`config.mk`:
```
export PLATFORM = sky130hd
export DESIGN_NAME = bet_ledger
export DESIGN_NICKNAME = d
export VERILOG_FILES = /design/src/rtl/bet_pkg.sv /design/src/rtl/bet_payout_calc.sv /design/src/rtl/bet_ledger.sv
export SDC_FILE = /design/constraint.sdc
export NUM_CORES = 1
export LEC_CHECK = 0
export ABC_CLOCK_PERIOD_IN_PS = 4600
export BUFFER_PORTS_ARGS = -buffer_cell sky130_fd_sc_hd__buf_2
export CAP_MARGIN = 10
export CORE_ASPECT_RATIO = 0.8
export CORE_UTILIZATION = 62
export CTS_CLUSTER_DIAMETER = 80
export DETAILED_ROUTE_END_ITERATION = 10
export HOLD_SLACK_MARGIN = 0.06
export PLACE_DENSITY = 0.86
export SLEW_MARGIN = 25
export SYNTH_ARGS = -nofsm -noshare
export SYNTH_HDL_FRONTEND = slang
export SYNTH_SLANG_ARGS = --single-unit
```
`constraint.sdc`:
```
create_clock -name slow_clock -period 4.6 [get_ports slow_clock]
set_input_delay 0.92 -clock slow_clock [delete_from_list [all_inputs] [get_ports slow_clock]]
set_output_delay 0.92 -clock slow_clock [all_outputs]
set_load 0.05 [all_outputs]
```
`src/rtl/bet_pkg.sv`:
```
// Shared types and constants for the betting ledger.
// Latency: n/a (types, constants and a pure decode function only).
// Backpressure: n/a.
package bet_pkg;

    typedef enum logic [1:0] {
        SIDE_PLAYER = 2'd0,
        SIDE_DEALER = 2'd1,
        SIDE_TIE    = 2'd2,
        SIDE_INV    = 2'd3
    } side_t;

    typedef enum logic [1:0] {
        BET_OPEN = 2'd0,
        LOCKED   = 2'd1,
        SETTLE   = 2'd2,
        BROKE    = 2'd3
    } ledger_state_t;

    typedef enum logic [1:0] {
        OUT_NONE   = 2'd0,
        OUT_PLAYER = 2'd1,
        OUT_DEALER = 2'd2,
        OUT_TIE    = 2'd3
    } outcome_t;

    // Stake multipliers: a winning single-side bet returns stake plus even money,
    // a push returns only the stake.
    localparam int WIN_MULT  = 2;
    localparam int PUSH_MULT = 1;

    // Both lights together mean a tie; no light means the round produced no result.
    function automatic outcome_t decode_outcome(input logic player_win, input logic dealer_win);
        outcome_t o;
        if (player_win && dealer_win) begin
            o = OUT_TIE;
        end else if (player_win) begin
            o = OUT_PLAYER;
        end else if (dealer_win) begin
            o = OUT_DEALER;
        end else begin
            o = OUT_NONE;
        end
        return o;
    endfunction

endpackage

```
`src/rtl/bet_payout_calc.sv`:
```
// Payout for a settled bet: side x outcome x stake -> amount to credit.
// Latency: purely combinational.
// Backpressure: none.
// Ports: side/outcome (2b codes from bet_pkg), stake (BET_W), payout (PAY_W, unsaturated).
module bet_payout_calc
    import bet_pkg::*;
#(
    parameter int BET_W    = 4,
    parameter int PAY_W    = 12,
    parameter int TIE_MULT = 8
) (
    input  logic [1:0]       side,
    input  logic [1:0]       outcome,
    input  logic [BET_W-1:0] stake,
    output logic [PAY_W-1:0] payout
);

    logic [PAY_W-1:0] stake_ext;
    logic [PAY_W-1:0] win_pay;
    logic [PAY_W-1:0] push_pay;
    logic [PAY_W-1:0] tie_pay;

    assign stake_ext = PAY_W'(stake);
    assign win_pay   = stake_ext * PAY_W'(WIN_MULT);
    assign push_pay  = stake_ext * PAY_W'(PUSH_MULT);
    assign tie_pay   = stake_ext * PAY_W'(TIE_MULT + 1);

    always_comb begin
        payout = '0;
        if (outcome == OUT_NONE) begin
            // No result from the table: hand the stake back whatever the side.
            payout = push_pay;
        end else begin
            case (side)
                SIDE_PLAYER: begin
                    if (outcome == OUT_PLAYER)   payout = win_pay;
                    else if (outcome == OUT_TIE) payout = push_pay;
                end
                SIDE_DEALER: begin
                    if (outcome == OUT_DEALER)   payout = win_pay;
                    else if (outcome == OUT_TIE) payout = push_pay;
                end
                SIDE_TIE: begin
                    // Only reachable when tie bets can be accepted at all.
                    if (outcome == OUT_TIE) payout = tie_pay;
                end
                default: payout = '0;
            endcase
        end
    end

endmodule

```
`src/rtl/bet_ledger.sv`:
```
// Player bank: accepts one bet per round, locks it while dealing, settles from the win lights.
// Latency: place_bet -> balance debit 1 edge; round_done -> credit visible 2 edges later.
// Backpressure: none; place_bet is dropped unless betenabled, round_done dropped unless locked.
// Ports: slow_clock, reset (sync, active-high), place_bet/bet_amount/bet_side,
//        round_done/player_win/dealer_win -> betenabled, updatebalanceenable, balance,
//        last_payout, broke.
// Build option: define TIE_BET_EN to make bet_side=2 (tie) a legal bet paid at TIE_MULT:1.
module bet_ledger
    import bet_pkg::*;
#(
    parameter int               BAL_W        = 8,
    parameter int               BET_W        = 4,
    parameter logic [BAL_W-1:0] INIT_BALANCE = BAL_W'(50),
    parameter int               TIE_MULT     = 8
) (
    input  logic             slow_clock,
    input  logic             reset,
    input  logic             place_bet,
    input  logic [BET_W-1:0] bet_amount,
    input  logic [1:0]       bet_side,
    input  logic             round_done,
    input  logic             player_win,
    input  logic             dealer_win,
    output logic             betenabled,
    output logic             updatebalanceenable,
    output logic [BAL_W-1:0] balance,
    output logic [BAL_W-1:0] last_payout,
    output logic             broke
);

    // Four spare bits hold the largest tie payout plus a full balance without wrapping.
    localparam int               PAY_W   = BAL_W + 4;
    localparam logic [PAY_W-1:0] BAL_MAX = PAY_W'({BAL_W{1'b1}});

    ledger_state_t    state;
    logic [BET_W-1:0] stake_q;
    side_t            side_q;
    outcome_t         outcome_q;

    logic             side_ok;
    logic             bet_ok;
    logic [PAY_W-1:0] payout;
    logic [PAY_W-1:0] sum;
    logic [BAL_W-1:0] bal_next;

    always_comb begin
        side_ok = (bet_side == SIDE_PLAYER) || (bet_side == SIDE_DEALER);
`ifdef TIE_BET_EN
        if (bet_side == SIDE_TIE) side_ok = 1'b1;
`endif
    end

    // Stake must be non-zero and covered by the bank, so the debit can never underflow.
    assign bet_ok = side_ok && (bet_amount != '0) && (BAL_W'(bet_amount) <= balance);

    bet_payout_calc #(
        .BET_W    (BET_W),
        .PAY_W    (PAY_W),
        .TIE_MULT (TIE_MULT)
    ) u_payout (
        .side    (side_q),
        .outcome (outcome_q),
        .stake   (stake_q),
        .payout  (payout)
    );

    assign sum      = PAY_W'(balance) + payout;
    assign bal_next = (sum > BAL_MAX) ? {BAL_W{1'b1}} : sum[BAL_W-1:0];

    always_ff @(posedge slow_clock) begin
        if (reset) begin
            state               <= BET_OPEN;
            balance             <= INIT_BALANCE;
            last_payout         <= '0;
            stake_q             <= '0;
            side_q              <= SIDE_PLAYER;
            outcome_q           <= OUT_NONE;
            betenabled          <= 1'b1;
            updatebalanceenable <= 1'b0;
            broke               <= 1'b0;
        end else begin
            case (state)
                BET_OPEN: begin
                    // A round_done arriving here is stale and ignored.
                    if (place_bet && bet_ok) begin
                        balance    <= balance - BAL_W'(bet_amount);
                        stake_q    <= bet_amount;
                        side_q     <= side_t'(bet_side);
                        state      <= LOCKED;
                        betenabled <= 1'b0;
                    end
                end
                LOCKED: begin
                    if (round_done) begin
                        outcome_q           <= decode_outcome(player_win, dealer_win);
                        state               <= SETTLE;
                        updatebalanceenable <= 1'b1;
                    end
                end
                SETTLE: begin
                    balance             <= bal_next;
                    last_payout         <= payout[BAL_W-1:0];
                    updatebalanceenable <= 1'b0;
                    if (bal_next == '0) begin
                        state <= BROKE;
                        broke <= 1'b1;
                    end else begin
                        state      <= BET_OPEN;
                        betenabled <= 1'b1;
                    end
                end
                BROKE: begin
                    // Absorbing until reset.
                end
                default: begin
                    state <= BET_OPEN;
                end
            endcase
        end
    end

endmodule

```
==> summary.txt <==
Placement
  • DPL Wire Length: 4080 um
  • Gpl congestion: 0.890
  • IO Port Bufs: 30

Critical path
  • Slowest CP cell: dfxtp_1
  • Slowest Stage Delay on Critical Path: 0.54 ns
  • Worst Path Class, Setup: reg2reg
  • Reg-to-Reg End: state[0]$_SDFFE_PP0P_
  • Worst R2R Path Depth: 11
  • Reg2Reg Setup Slack: 0.98 ns
  • Worst Path Max Fanout: 13
  • Arr. time, crit path: 3.85 ns
  • CP most frequent cell: a211o_1
  • Crit Reg-Reg Startpoint: outcome_q[1]$_SDFFE_PP0P_
  • Crit-path cells: nor2b_1 -> a311oi_1 -> a21oi_1 -> inv_1 -> fa_1 -> nand2b_1 -> a211o_1 -> a211o_1 -> a2111oi_4 -> nor4b_4 -> a22o_1
  • CP Data Required Time: 4.83 ns
  • Critical path startpoint category: register
  • CP Capture Type: register

STA
  • Final setup fails: 0
  • Max frequency: 0.276 GHz
  • Final min period: 3.62 ns
  • Total negative setup slack: 0 ns
  • Clock skew: 0.00825 ns
  • Period utilization: 78.7%
  • RSZ-0062 raised after global routing: no
  • Final Slew Violations: 0
  • Final Hold Vio Count: 0
  • Worst hold slack: 0.473 ns
  • Slew margin rel.: 42.0%
  • Measured slew at the worst slew-check pin: 0.871 ns

Cells and area
  • Final net count: 325
  • Layout cells sized above 1: 16.0%
  • Commonest non-fill, non-tap cell in the layout: nor2_1
  • Synthesis-to-finish area growth: 12.6%
  • Most frequent cells in the layout: nor2_1 (36), buf_2 (30), dfxtp_1 (29)
  • ANT cells: 0

Clock tree
  • Clk sinks: 29
  • Max Buffers Root-to-Sink: 2
  • H-tree levels: 2
  • Resize count post-CTS: 0
  • Hold_buf cts: 0
  • Setup Buffers After CTS: 0
  • CTS tree: done
  • CTS Buf Count: 5
  • Clk root buf: clkbuf_8
  • Worst skew pair latency: 0.29 ns
  • Clock Pin Slew Worst Setup and Hold Paths: 0.07 ns

Floorplan
  • Site Rows: 18
  • Initial Util: 67.1%
  • Die X: 67.8 um
  • Area of the die: 3700 um^2
  • Vert. Die Dim: 54.6 um
  • Boundary pin count: 31
  • Core ar.: 3200 um^2

Yosys
  • Synthesized area per cell: 8.10 um^2
  • Leading area contributor after synthesis: dfxtp_1
  • Post-synthesis sequential area ratio: 27.1%
  • Syn Nets: 297
  • Synth Register Bits: 29
  • Synth warn: 0
  • EDFF count, synth: 0
  • Mapped Cells: 265
  • Ranking of synthesized cells by area: dfxtp_1 (27%), ha_1 (10%), a21oi_1 (6.5%)
  • Main synth FF type: dfxtp_1
  • Mapped cell area: 2150 um^2
  • Synth cell types: 56
  • FFs w/ async S/R, synth: 0%
  • Share of the synthesized area in the top cell type: 27.1%

Global route
  • Global-route wire length before repair: 8700 um
  • Initial antenna violation count: 0
  • GR Util All Layers: 33.0%
  • GR Overflow Total: 0
  • Vias in the first global route: 1870
  • Largest net degree at the start of global routing: 23

Routing
  • Post-DR vias/cell: 6.31
  • Drt wl/cell: 16.5 um
  • Via count: 2109
  • DRT Wirelength: 5500 um
  • Residual DRC count: 0
  • DR pass1 iterations: 5
  • Starting DRC count in detailed routing: 239
  • DRT antenna net count: 0

Power and ir drop
  • Sw power: 226 uW
  • Pwr/cell area: 284 nW/um^2
  • Internal Pwr Total: 459 uW
  • Logic gate share of total power: 25.0%
  • Reg power frac: 40.6%
  • Worst VDD drop: 0.181 mV
  • Total power: 685 uW
  • Switching share of power: 33.0%
  • Leak pwr: 0.00104 uW
  • Clock power share: 34.4%

Status
  • Outcome: finished, final reports clean

Hold path
  • Hold Crit Start: last_payout[5]$_SDFFE_PP0P_
  • Hold Path Sink: last_payout[5]$_SDFFE_PP0P_
  • Number of stages on the worst hold path: 2
  • Worst min path class: reg2reg

Run
  • Max-cap violations: 0
==> per-stage QoR <==
step	cell area (um^2)	util, %	setup WS, ns	std cells
floorplan	2150	-	1.49	265
global placement	2310	72.4	1.15	326
detailed placement	2310	72.4	1.03	326
CTS	2420	75.5	1.02	334
global route	2420	75.5	0.713	334
finish	2420	75.5	0.978	334
==> critical path: cells and delay by family (launching register included) <==
| kind | cells | cell delay, ns |
|---|---|---|
| AO/OA/AOI/OAI | 6 | 1.57 |
| adder cells (fa/ha/maj) | 1 | 0.43 |
| flip-flops | 1 | 0.54 |
| AND/OR/NAND/NOR | 3 | 0.91 |
| buffers and inverters | 1 | 0.11 |
==> how the worst max path moves through the flow <==
stage	from	to
CTS	outcome_q[1]$_SDFFE_PP0P_	state[0]$_SDFFE_PP0P_
global placement	outcome_q[1]$_SDFFE_PP0P_	state[0]$_SDFFE_PP0P_
global route	outcome_q[1]$_SDFFE_PP0P_	state[1]$_SDFFE_PP0P_
detailed placement	outcome_q[1]$_SDFFE_PP0P_	state[0]$_SDFFE_PP0P_
floorplan	outcome_q[1]$_SDFFE_PP0P_	state[0]$_SDFFE_PP0P_
finish	outcome_q[1]$_SDFFE_PP0P_	state[0]$_SDFFE_PP0P_
==> cell type report <==
cell class | instances | area [um^2]
Clock inverter | 1 | 5.00
Fill cell | 260 | 782
Multi-Input combinational cell | 209 | 1460
Tap cell | 40 | 50.0
Clock buffer | 7 | 96.3
Inverter | 17 | 63.8
Timing Repair Buffer | 31 | 158
Sequential cell | 29 | 581
==> metal layers <==
layer	wire, um	vias up	GRT usage, %
met1	2550	975	45.2
met5	0	-	0
met2	2350	99	49.8
li1	-	1023	-
met3	506	12	9.38
met4	86	0	10.4
==> synth_stat cells (all sizes together) (4+ instances only) <==
cell type  count
dfxtp         29
o21a           4
mux2i          9
a21oi         28
nor3           6
ha            18
nor2b          7
inv           15
nor2          36
clkbuf         8
o21ai          9
xor2           4
nand2         19
nand3          7
==> flip-flops by register name (all words and copies together), names as in the netlist <==
name,cells
balance,8
last_payout,8
stake_q,4
outcome_q,2
side_q,2
state,2
betenabled,1
broke,1
updatebalanceenable,1
==> power by group through the flow <==
stage	registers, uW	clock network, uW	logic [uW]
after floorplan	298	0	109
after global placement	282	0	165
after detailed placement	283	0	166
after CTS	277	238	168
after global routing	280	247	186
final	278	236	172
==> logic make-up after synthesis <==
kind of cell | after synthesis | share of synthesized area, %
adder cells (fa/ha/maj) | 20 | 12.4
buffers and inverters | 27 | 4.78
multiplexers | 10 | 4.72
AO/OA/AOI/OAI | 77 | 25.7
XOR/XNOR | 7 | 2.86
AND/OR/NAND/NOR | 95 | 22.6
flip-flops | 29 | 27.1
Note: power is estimated with default switching activity, not from simulation.
